===== src/rtl/fifo_pkg.sv =====
// Shared FIFO package: pointer-width derivation, the DEPTH power-of-two
// check (also used by the dual-clock FIFO), reset-value constants and the
// per-cycle operation encoding used by the single-clock FIFO control.
package fifo_pkg;

    // Address width for a given depth; a depth of 1 still gets one bit.
    function automatic int ptr_width(input int depth);
        return (depth > 1) ? $clog2(depth) : 1;
    endfunction

    // True when depth is a power of two and at least 2.
    function automatic bit is_pow2(input int depth);
        return (depth >= 2) && ((depth & (depth - 1)) == 0);
    endfunction

    // Reset values of the single-bit status outputs.
    localparam logic RST_EMPTY = 1'b1;
    localparam logic RST_FULL  = 1'b0;
    localparam logic RST_PULSE = 1'b0;
    localparam logic RST_ERR   = 1'b0;

    // Encoded as {write accepted, read accepted} so it can be cast directly.
    typedef enum logic [1:0] {
        OP_IDLE     = 2'b00,
        OP_POP      = 2'b01,
        OP_PUSH     = 2'b10,
        OP_PUSH_POP = 2'b11
    } fifo_op_e;

endpackage


===== src/rtl/fifo_ram.sv =====
// Simple dual-port storage array for the FIFOs.
// Ports:
//   clk      write clock (rising edge)
//   wr_en    write strobe
//   wr_addr  write address
//   wr_data  write data
//   rd_addr  read address (asynchronous read)
//   rd_data  read data, combinational from rd_addr
// Contents are not reset.
module fifo_ram #(
    parameter int WIDTH = 8,
    parameter int DEPTH = 16,
    parameter int AW    = 4
) (
    input  logic             clk,
    input  logic             wr_en,
    input  logic [AW-1:0]    wr_addr,
    input  logic [WIDTH-1:0] wr_data,
    input  logic [AW-1:0]    rd_addr,
    output logic [WIDTH-1:0] rd_data
);

    logic [WIDTH-1:0] mem [DEPTH];

    always_ff @(posedge clk) begin
        if (wr_en) begin
            mem[wr_addr] <= wr_data;
        end
    end

    assign rd_data = mem[rd_addr];

endmodule


===== src/rtl/sync_fifo_prog.sv =====
// Single-clock FIFO with occupancy count, programmable almost-full /
// almost-empty thresholds, synchronous flush and sticky error status.
// Optional macro: SYNC_FIFO_FWFT_EN selects first-word-fall-through read
// data; when undefined, rdata_o is registered on each accepted read.
// Ports:
//   clk_i, res_i            clock (rising edge), async active-high reset
//   wr_en_i, wdata_i        write request and data
//   rd_en_i                 read request (pop in FWFT mode)
//   flush_i                 synchronous flush, overrides wr/rd
//   clr_err_i               clears err_o (a new error in the same cycle wins)
//   af_thresh_i/ae_thresh_i almost-full / almost-empty thresholds
//   rdata_o                 read data
//   full_o, empty_o         registered occupancy flags
//   almost_full_o/_empty_o  count_o >= af_thresh_i / count_o <= ae_thresh_i
//   count_o                 occupancy 0..DEPTH
//   overflow_o/underflow_o  one-cycle pulse per rejected write / read
//   err_o                   sticky OR of the pulses
module sync_fifo_prog
    import fifo_pkg::*;
#(
    parameter int WIDTH     = 8,
    parameter int DEPTH     = 16,
    parameter int PTR_WIDTH = ptr_width(DEPTH)
) (
    input  logic                 clk_i,
    input  logic                 res_i,
    input  logic                 wr_en_i,
    input  logic [WIDTH-1:0]     wdata_i,
    input  logic                 rd_en_i,
    input  logic                 flush_i,
    input  logic                 clr_err_i,
    input  logic [PTR_WIDTH:0]   af_thresh_i,
    input  logic [PTR_WIDTH:0]   ae_thresh_i,
    output logic [WIDTH-1:0]     rdata_o,
    output logic                 full_o,
    output logic                 empty_o,
    output logic                 almost_full_o,
    output logic                 almost_empty_o,
    output logic [PTR_WIDTH:0]   count_o,
    output logic                 overflow_o,
    output logic                 underflow_o,
    output logic                 err_o
);

    if (!is_pow2(DEPTH)) begin : g_depth_check
        $error("sync_fifo_prog: DEPTH must be a power of two >= 2");
    end

    localparam logic [PTR_WIDTH:0] ONE       = (PTR_WIDTH+1)'(1);
    localparam logic [PTR_WIDTH:0] DEPTH_CNT = (PTR_WIDTH+1)'(DEPTH);

    logic [PTR_WIDTH:0] wptr;
    logic [PTR_WIDTH:0] rptr;
    logic [PTR_WIDTH:0] count;
    logic [PTR_WIDTH:0] count_next;
    logic               full;
    logic               empty;
    logic               overflow;
    logic               underflow;
    logic               err;
    logic               rd_acc;
    logic               wr_acc;
    logic               rd_rej;
    logic               wr_rej;
    fifo_op_e           op;
    logic [WIDTH-1:0]   ram_rdata;
    logic [WIDTH-1:0]   rdata_q;

    // Acceptance. A read can make room for a write at full, but a write can
    // never satisfy a read from empty. Flush suppresses both and their errors.
    always_comb begin
        rd_acc = rd_en_i && !empty && !flush_i;
        wr_acc = wr_en_i && (!full || rd_acc) && !flush_i;
        rd_rej = rd_en_i && empty && !flush_i;
        wr_rej = wr_en_i && !wr_acc && !flush_i;
        op     = fifo_op_e'({wr_acc, rd_acc});
    end

    always_comb begin
        count_next = count;
        if (flush_i) begin
            count_next = '0;
        end else begin
            unique case (op)
                OP_PUSH: count_next = count + ONE;
                OP_POP:  count_next = count - ONE;
                default: count_next = count;
            endcase
        end
    end

    always_ff @(posedge clk_i or posedge res_i) begin
        if (res_i) begin
            wptr      <= '0;
            rptr      <= '0;
            count     <= '0;
            full      <= RST_FULL;
            empty     <= RST_EMPTY;
            overflow  <= RST_PULSE;
            underflow <= RST_PULSE;
            err       <= RST_ERR;
        end else begin
            overflow  <= wr_rej;
            underflow <= rd_rej;
            if (flush_i) begin
                wptr <= '0;
                rptr <= '0;
            end else begin
                if (wr_acc) wptr <= wptr + ONE;
                if (rd_acc) rptr <= rptr + ONE;
            end
            count <= count_next;
            full  <= (count_next == DEPTH_CNT);
            empty <= (count_next == '0);
            // Flush leaves the sticky error untouched, including a clear.
            if (wr_rej || rd_rej) begin
                err <= 1'b1;
            end else if (clr_err_i && !flush_i) begin
                err <= 1'b0;
            end
        end
    end

    fifo_ram #(
        .WIDTH (WIDTH),
        .DEPTH (DEPTH),
        .AW    (PTR_WIDTH)
    ) u_ram (
        .clk     (clk_i),
        .wr_en   (wr_acc),
        .wr_addr (wptr[PTR_WIDTH-1:0]),
        .wr_data (wdata_i),
        .rd_addr (rptr[PTR_WIDTH-1:0]),
        .rd_data (ram_rdata)
    );

`ifdef SYNC_FIFO_FWFT_EN
    // The head entry is shown straight from the array while non-empty;
    // rdata_q tracks the shown word so it can be held once the FIFO drains
    // or is flushed.
    always_ff @(posedge clk_i or posedge res_i) begin
        if (res_i) begin
            rdata_q <= '0;
        end else if (!empty) begin
            rdata_q <= ram_rdata;
        end
    end

    assign rdata_o = empty ? rdata_q : ram_rdata;
`else
    always_ff @(posedge clk_i or posedge res_i) begin
        if (res_i) begin
            rdata_q <= '0;
        end else if (rd_acc) begin
            rdata_q <= ram_rdata;
        end
    end

    assign rdata_o = rdata_q;
`endif

    assign full_o         = full;
    assign empty_o        = empty;
    assign count_o        = count;
    assign overflow_o     = overflow;
    assign underflow_o    = underflow;
    assign err_o          = err;
    assign almost_full_o  = (count >= af_thresh_i);
    assign almost_empty_o = (count <= ae_thresh_i);

endmodule


===== config.mk =====
export PLATFORM = sky130hd
export DESIGN_NAME = sync_fifo_prog
export DESIGN_NICKNAME = d
export VERILOG_FILES = /design/src/rtl/fifo_pkg.sv /design/src/rtl/fifo_ram.sv /design/src/rtl/sync_fifo_prog.sv
export SDC_FILE = /design/constraint.sdc
export NUM_CORES = 1
export LEC_CHECK = 0
export CAP_MARGIN = 10
export CORE_ASPECT_RATIO = 0.8
export CORE_MARGIN = 4
export CORE_UTILIZATION = 40
export DETAILED_ROUTE_END_ITERATION = 10
export SETUP_SLACK_MARGIN = 0.3
export SLEW_MARGIN = 0
export SYNTH_ARGS = -nofsm -noshare
export SYNTH_HDL_FRONTEND = slang
export SYNTH_SLANG_ARGS = --single-unit

===== constraint.sdc =====
create_clock -name clk_i -period 3 [get_ports clk_i]
set_clock_uncertainty 0.1 [all_clocks]
set_input_delay 0.3 -clock clk_i [delete_from_list [all_inputs] [get_ports clk_i]]
set_output_delay 0.3 -clock clk_i [all_outputs]
set_load 0.02 [all_outputs]

==> flow_summary.json, run 1 <==
{
  "die_w_um": 150.8,
  "layout_commonest_cell": "edfxtp_1",
  "synth.yosys.warnings": 0,
  "drt_first_iter_violations": 263,
  "fp.dieH_um": 122.2,
  "p_leak_nw": 2.857,
  "dr.pass1.iters": 4,
  "io_pins": 44,
  "synth_area_um2": 6524,
  "routedWlPerCell_um": 19.79,
  "intPower_mw": 4.070,
  "clock_path_buffers": 2,
  "fmax_ghz": 0.3867,
  "clockRootBuffer": "clkbuf_16",
  "synth_edf_count": 128,
  "clkPwrFrac": 0.425,
  "detail_route.wirelength_mm": 13.38,
  "crit_fanout": 2,
  "dpl.hpwl_mm": 8.543,
  "fp.coreArea_um2": 15900,
  "ys_ff_latch": 154,
  "worst_pin_slew_ps": 653.8,
  "ant_nets": 0,
  "utilization": 0.5056,
  "vdd_drop_max_mv": 0.4189,
  "worstSetupPathType": "primary input to output pin",
  "yosysTopAreaCellShare": 0.5892,
  "end_kind": "output pin",
  "setup_viol": 0,
  "netlist.top_cell.by_area": "edfxtp_1",
  "numCtsBuffers": 17,
  "rsz0062_at_grt": "no",
  "grt_pass1_vias": 3596,
  "die_area_um2": 18430,
  "vias": 3489,
  "cts_tree": "built",
  "fin_ws_ps": 414.3,
  "cts_sinks": 154,
  "overflow": 0,
  "slew_headroom": 0.5628,
  "syn_inst": 374,
  "pre_cts_ws_ps": 83.32,
  "routabilityCongestion": 0.7915,
  "p_seq_frac": 0.461,
  "n_antenna_cell": 0,
  "required_ps": 2600,
  "status": "finished clean",
  "switchingPower_mw": 1.274,
  "antenna_found_initial": 0,
  "clkTransAtPathRegs_ps": 60,
  "grt_use_total": 0.1533,
  "ys.flop_type": "edfxtp_1",
  "hold_viol": 0,
  "ys_types": 39,
  "io_buffers": 43,
  "grt_max_degree": 36,
  "synth.area.top_cells": "edfxtp_1 59%, dfrtp_1 9.6%, mux4_2 8.3%, ha_1 3.5%, mux4_1 3.2%",
  "avgSynthCellArea_um2": 17.44,
  "fin_tns_setup_ps": 0,
  "drive_above_1_share": 0.2386,
  "arrival_ps": 2190,
  "start_util": 0.4102,
  "clock_latency_ps": 420,
  "ys_seq_area_frac": 0.6891,
  "drv_cap": 0,
  "syn_to_final_growth_pct": 23.25,
  "grt_pass1_wl_mm": 20.62,
  "startpoint_type": "primary input",
  "syn-num-nets": 416,
  "drcViolationCount": 0,
  "hold_buffers": 0,
  "htree_num_levels": 4,
  "via_per_inst": 5.161,
  "period_minus_slack_ps": 2586,
  "cellPowerDensity_nw_per_um2": 664.6,
  "slew_viol_final": 0,
  "pwr-share-comb": 0.114,
  "min_period_over_period": 0.8619,
  "layout_common_cells": "128 x edfxtp_1, 41 x clkdlybuf4s50_1, 31 x buf_4",
  "nets": 490,
  "rows": 41,
  "totalPowerFinal_mw": 5.344,
  "switching_share": 0.2385,
  "hold_class": "primary input to asynchronous set/reset pin",
  "async_flop_share": 0.1688
}
sequential cells by signal, summed over array words and instances (netlist names):
name / count
count_o: 5
empty_o: 1
err_o: 1
full_o: 1
overflow_o: 1
rdata_o: 8
rptr: 4
u_ram.mem: 128
underflow_o: 1
wptr: 4
synthesized netlist by cell type, types with 6 or more instances:
cell and count:
inv_1 15, mux4_1 8, nor3_1 14, mux2_2 8, dfrtp_1 25, a21oi_1 6, a221o_1 8, mux4_2 24
edfxtp_1 128, xor2_1 7, nor2_1 30, mux2i_1 10, ha_1 18, clkbuf_1 11, nand2b_1 6, nand2_1 14
worst max-delay path, stage by stage:
cell	delay, ps
clkdlybuf4s50_1	450
inv_1	40
ha_1	290
nor2b_1	130
o21a_1	160
o21a_1	170
o21a_1	160
o22ai_1	130
dlygate4sd2_1	350
power by group through the flow:
stage               clock network (mW)  logic (mW)  registers [mW]
CTS                               2.31       0.605            2.47
global route                      2.42       0.664            2.47
global placement                     0       0.598            2.51
finish                            2.27       0.611            2.46
detailed placement                   0       0.605            2.51
floorplan                            0       0.291            2.55
per-stage QoR:
step / std cells / hold WS, ps / instance area (um2)
2_1_floorplan: 374 / 239.3 / 6576
3_3_place_gp: 641 / 376.7 / 7365
3_5_place_dp: 641 / 391.9 / 7365
4_1_cts: 673 / 153.4 / 7998
5_1_grt: 676 / 206.1 / 8040
6_report: 676 / 162.8 / 8040
layout make-up:
cell class                 count  area (um2)
inverter                      15       58.81
clock inverter                14       203.9
timing repair buffer          75       676.9
fill                        1332        7863
clock buffer                  18       429.2
multi-input combinational    185        1903
tap                          215       269.0
sequential                   154        4499
path summary, 6_finish.rpt:
check | start | end | slack (ps) | cells after the start
worst max-delay path | ae_thresh_i[1] | almost_empty_o | 410 | 9
worst min-delay path | res_i | err_o | 160 | 3
min in group clk_i | err_o | err_o | 390 | 1
worst min register to register | err_o | err_o | 390 | 1
max in group asynchronous | res_i | empty_o | 2330 | 3
worst max register to register | empty_o | full_o | 490 | 11
timing repair:
action / CTS / global route
buffers inserted: 0 / 3
gates resized for setup: 4 / 6
endpoints found under the setup margin: 2 / 3
pin swaps: 0 / 2
layer usage:
| layer | share of wire | routed length (um) | vias up | track usage |
|---|---|---|---|---|
| li1 | - | - | 1607 | - |
| met1 | 0.44 | 5939 | 1771 | 0.2196 |
| met3 | 0.070 | 939 | 8 | 0.03765 |
| met2 | 0.48 | 6397 | 103 | 0.2372 |
| met5 | 0 | 0 | - | 0 |
| met4 | 0.0078 | 104 | 0 | 0.04077 |
logic make-up (layout without fill, tap and decap cells):
group                      count (synthesis)  after routing  synth area share
AOI/OAI and AO/OA                         30             30           0.03721
buffers and inverters                     35            122           0.02608
xor gates and xnor gates                  11             11           0.01477
DFF                                      154            154            0.6891
muxes                                     50             50            0.1442
adders and majority gates                 18             18           0.03452
and+or+nand+nor                           76             76           0.05409
Note: power is estimated with default switching activity, not from simulation.
==> run 2: changes to the inputs <==
Settings changed: CAP_MARGIN 10 to unset.
==> results of run 2 <==
Same layout as run 1: the final DEF is identical, and so are final timing and power.
